===== src/rtl/sync_updown_counter.sv =====
// Fully synchronous up/down counter: clear > load > enable, programmable modulus, wrap or saturate.
// One-cycle latency from inputs to count/ovf; tc is combinational from count and up; no backpressure.
module sync_updown_counter #(
  parameter int N        = 4,
  parameter int MODULUS  = 2 ** N,
  parameter bit SATURATE = 1'b0
) (
  input  logic         clk,
  input  logic         rst_n,
  input  logic         clr,
  input  logic         load,
  input  logic [N-1:0] load_val,
  input  logic         en,
  input  logic         up,
  output logic [N-1:0] count,
  output logic         tc,
  output logic         ovf
);

  if (N < 1 || MODULUS < 2 || MODULUS > (1 << N)) begin : g_bad_param
    $error("sync_updown_counter: need N >= 1 and 2 <= MODULUS <= 2**N");
  end

  // Top of range held at width N so a full-range modulus compares without an extra bit.
  localparam logic [N-1:0] MAX  = N'(MODULUS - 1);
  localparam logic [N-1:0] ZERO = '0;

  logic         at_max;
  logic         at_zero;
  logic [N-1:0] load_clamped;

  assign at_max       = (count == MAX);
  assign at_zero      = (count == ZERO);
  assign load_clamped = (load_val > MAX) ? MAX : load_val;
  assign tc           = up ? at_max : at_zero;

  always_ff @(posedge clk or negedge rst_n) begin
    if (!rst_n) begin
      count <= '0;
      ovf   <= 1'b0;
    end else if (clr) begin
      count <= '0;
      ovf   <= 1'b0;
    end else if (load) begin
      count <= load_clamped;
      ovf   <= 1'b0;
    end else if (en && up) begin
      ovf   <= at_max;
      count <= at_max ? (SATURATE ? MAX : ZERO) : count + 1'b1;
    end else if (en) begin
      ovf   <= at_zero;
      count <= at_zero ? (SATURATE ? ZERO : MAX) : count - 1'b1;
    end else begin
      ovf   <= 1'b0;
    end
  end

endmodule


===== config.mk =====
export PLATFORM = sky130hd
export DESIGN_NAME = sync_updown_counter
export DESIGN_NICKNAME = d
export VERILOG_FILES = /design/src/rtl/sync_updown_counter.sv
export SDC_FILE = /design/constraint.sdc
export NUM_CORES = 1
export LEC_CHECK = 0
export BUFFER_PORTS_ARGS = -buffer_cell sky130_fd_sc_hd__clkbuf_2
export CAP_MARGIN = 25
export CORE_AREA = 3 3 40 42
export CTS_CLUSTER_DIAMETER = 30
export DETAILED_ROUTE_END_ITERATION = 10
export DIE_AREA = 0 0 43 45
export GPL_TIMING_DRIVEN = 0
export SYNTH_ARGS = -nofsm -noshare
export SYNTH_HDL_FRONTEND = slang
export SYNTH_SLANG_ARGS = --single-unit

===== constraint.sdc =====
create_clock -name clk -period 1.97 [get_ports clk]
set_input_delay 0 -clock clk [delete_from_list [all_inputs] [get_ports clk]]
set_output_delay 0 -clock clk [all_outputs]
set_load 0.005 [all_outputs]

==> results.txt <==
----------------------------------------------------
[Global routing]
  Number of global-route vias before repair ... 360
  GR Overflow Total ... 0
  Number of antenna violations at the first check in global routing ... 0
  Pin count of the biggest net entering global routing ... 11
  Overall fraction of global-route tracks in use ... 0.1089
  Wire length of the first global-routing pass ... 1538 um

[Die]
  Die Y-Extent ... 45 um
  Starting density of the core ... 0.3311
  Core footprint ... 1285 um^2
  Total die area ... 1935 um^2
  Number of ports placed on the die boundary ... 16
  Die outline width ... 43 um
  Num rows ... 13

[Clocking]
  Clock Root Buffer ... sky130_fd_sc_hd__clkbuf_4
  Total CTS buffers ... 3
  Source-to-sink clock delay at the later pin of the worst-skew pair ... 0.24 ns
  Number of sinks driven by the clock tree ... 5
  Buffer depth of the longest clock path ... 2
  Worst-path clk slew ... 0.04 ns
  Post-cts sizing count ... 0
  Number of H-tree branching levels ... 1
  CTS tree ... done

[Timing]
  Final setup vio count ... 0
  Pins Over Slew Limit ... 0
  Rel. slew slack ... 0.6952
  Post-layout minimum cycle time ... 1.694 ns
  Highest achievable clock rate ... 590.2 MHz
  Minimum setup slack in the final design ... 0.2756 ns
  RSZ-0062 raised after global routing ... no
  Number of endpoints with negative hold slack in the final report ... 0
  Total negative slack for setup checks ... 0 ns
  Transition time of the tightest slew-check pin ... 0.4572 ns
  Final worst clock skew ... 0.0005840 ns
  Final period util ... 0.8601

[Detailed routing]
  Final wirelength ... 878 um
  Routed len/inst ... 10.58 um
  Number of DRC markers after the initial detailed-route iteration ... 5
  Router iterations before antenna repair ... 2
  Number of nets with antenna violations after routing ... 0
  Total vias in the final route ... 405
  Post-route DRC violation count ... 0
  Via density per instance ... 4.880

[Worst setup path]
  CP arrival ... 1.69 ns
  CP required ... 1.97 ns
  Library cell contributing the largest single delay on the critical path ... sky130_fd_sc_hd__dfrtp_1
  Crit end category ... output port
  Critical path fanouts, max ... 9
  Path type of the worst setup path ... register to output port
  Cells along the critical path ... inv_1 -> ha_1 -> or3b_4 -> o21ai_2 -> clkbuf_2
  Top delay family on crit path ... flip-flops
  Critical path buffers and inverters ... 2
  Critical path's largest stage delay ... 0.47 ns
  Kind of start point of the critical path ... register

[Final layout]
  Final net count ... 81
  Antenna fix cells ... 0
  Syn-to-layout area delta ... 30.59%
  Filler cell count in the final layout ... 139
  Layout cells sized above 1 ... 0.3235
  Number of standard cells in the layout, taps in and fillers out ... 83

[Pwr]
  Pwr/cell area ... 599.5 nW/um^2
  Static leakage power ... 0.2647 nW
  VDD IR max ... 0.0002670 V

[Logic synthesis]
  Syn Inst Count ... 49
  FFs w/ async S/R, synth ... 1.000
  #FFs+latches synth ... 5
  Yosys cell types ... 24
  Biggest area contributors in the synthesized netlist ... sky130_fd_sc_hd__dfrtp_1 29%, sky130_fd_sc_hd__a21oi_1 8.2%, sky130_fd_sc_hd__ha_1 5.9%
  Number of enable-type register cells in the synthesized netlist ... 0
  Leading post-synthesis cells by instance count ... 7 x sky130_fd_sc_hd__a21oi_1, 6 x sky130_fd_sc_hd__inv_1, 5 x sky130_fd_sc_hd__dfrtp_1, 3 x sky130_fd_sc_hd__nand2_1
  Synthesized netlist net count ... 61
  Sequential share of the synthesized area ... 0.2941
  Mean Syn Cell Area ... 8.682 um^2
  Number of synthesis warnings ... 0
  Fraction of synthesized cell area taken by the top area cell type ... 0.2941
  Cell area after synthesis ... 425.4 um^2
  Cell with the most instances after synthesis ... sky130_fd_sc_hd__a21oi_1
  Library cell with the largest summed area after synthesis ... sky130_fd_sc_hd__dfrtp_1
  Main synth FF type ... sky130_fd_sc_hd__dfrtp_1

[Worst hold path]
  Hold Path Class ... input pin to register

[Placement]
  Placed wire-length estimate ... 718.5 um
  Post-place setup slack ... 0.3469 ns
  IO buf count ... 13
  Inst Count DP ... 77
  GPL Wtd Cong ... 0.7112

[Job]
  Max-cap violations ... 0

[Status]
  Outcome ... finished clean

----------------------------------------------------
## stage by stage
step	hold WS (ns)	power (mW)	cell area, um^2	util
after global routing	0.01921	0.3615	555.5	0.4323
after CTS	0.01508	0.3412	555.5	0.4323
after floorplan	-0.2956	0.1868	425.4	-
after global placement	-0.1805	0.2175	509.2	0.3963
final	0.02452	0.3330	555.5	0.4323
after detailed placement	-0.1797	0.2190	509.2	0.3963
## sequential cells by signal, summed over array words and instances, names as in the netlist
| name | count |
|---|---|
| ovf | 1 |
| count | 4 |
## cell usage in the layout (no fill, tap or decap), types with 2 or more instances in the layout
cell                            count
sky130_fd_sc_hd__o21ai_0            2
sky130_fd_sc_hd__o21a_1             2
sky130_fd_sc_hd__mux2i_1            2
sky130_fd_sc_hd__nor2b_1            2
sky130_fd_sc_hd__dlygate4sd3_1      2
sky130_fd_sc_hd__nand4_1            2
sky130_fd_sc_hd__clkbuf_1           2
sky130_fd_sc_hd__inv_1              6
sky130_fd_sc_hd__nor3_1             2
sky130_fd_sc_hd__a21oi_1            7
sky130_fd_sc_hd__xnor2_1            2
sky130_fd_sc_hd__ha_1               2
sky130_fd_sc_hd__clkbuf_4           3
sky130_fd_sc_hd__dfrtp_1            5
sky130_fd_sc_hd__clkbuf_2          14
sky130_fd_sc_hd__nand2_1            3
## worst register-to-register path, delay by kind of cell (launching register included)
family | cells | cell delay (ns)
AO/OA/AOI/OAI | 1 | 0.15
buffers and inverters | 1 | 0.13
flip-flops | 1 | 0.47
AND/OR/NAND/NOR | 2 | 0.60
adder cells (fa/ha/maj) | 1 | 0.18
## path summary, 6_finish.rpt
check,from,endpoint,slack [ns],cells past startpoint
max,count[0],tc,0.28,5
min,clr,count[0],0.02,2
max reg2reg,count[0],ovf,0.35,5
min reg2reg,count[2],ovf,0.80,3
max in group asynchronous,rst_n,count[1],1.73,2
min in group asynchronous,rst_n,count[2],0.11,2
## report_power, final
part	switching (mW)	leakage (nW)	total (mW)	internal, mW
logic	0.0438	0.184	0.0927	0.0489
registers	0.0160	0.0659	0.126	0.110
clock network	0.0377	0.0150	0.114	0.0763
total	0.0976	0.265	0.333	0.235
## cell type report
cell class	count	area, um^2	area share
buffer	2	8.758	0.01577
clock buffer	4	26.28	0.04730
inverter	6	22.52	0.04054
multi-input combinational	36	269.0	0.4842
sequential	5	125.1	0.2252
tap	15	18.77	0.03378
timing repair buffer	15	85.08	0.1532
## timing repair
item                                   CTS  global route
endpoints found under the hold margin    6             0
buffers inserted                         0             0
hold buffers                             2             0
## logic make-up after synthesis
kind of cell | count (synthesis) | share of synthesized area
xor gates and xnor gates | 2 | 0.04118
and+or+nand+nor | 12 | 0.2000
muxes | 2 | 0.04706
buffers and inverters | 8 | 0.07351
adders and majority gates | 2 | 0.05881
DFF | 5 | 0.2941
AOI/OAI and AO/OA | 18 | 0.2853
## layer usage
layer / global-route usage / routed length (um) / vias up
li1: - / - / 211
met1: 0.1544 / 420 / 179
met2: 0.1407 / 387 / 13
met3: 0.01992 / 54 / 2
met4: 0.09036 / 15 / 0
met5: 0 / 0 / -
Power figures use the tool's default switching activity.
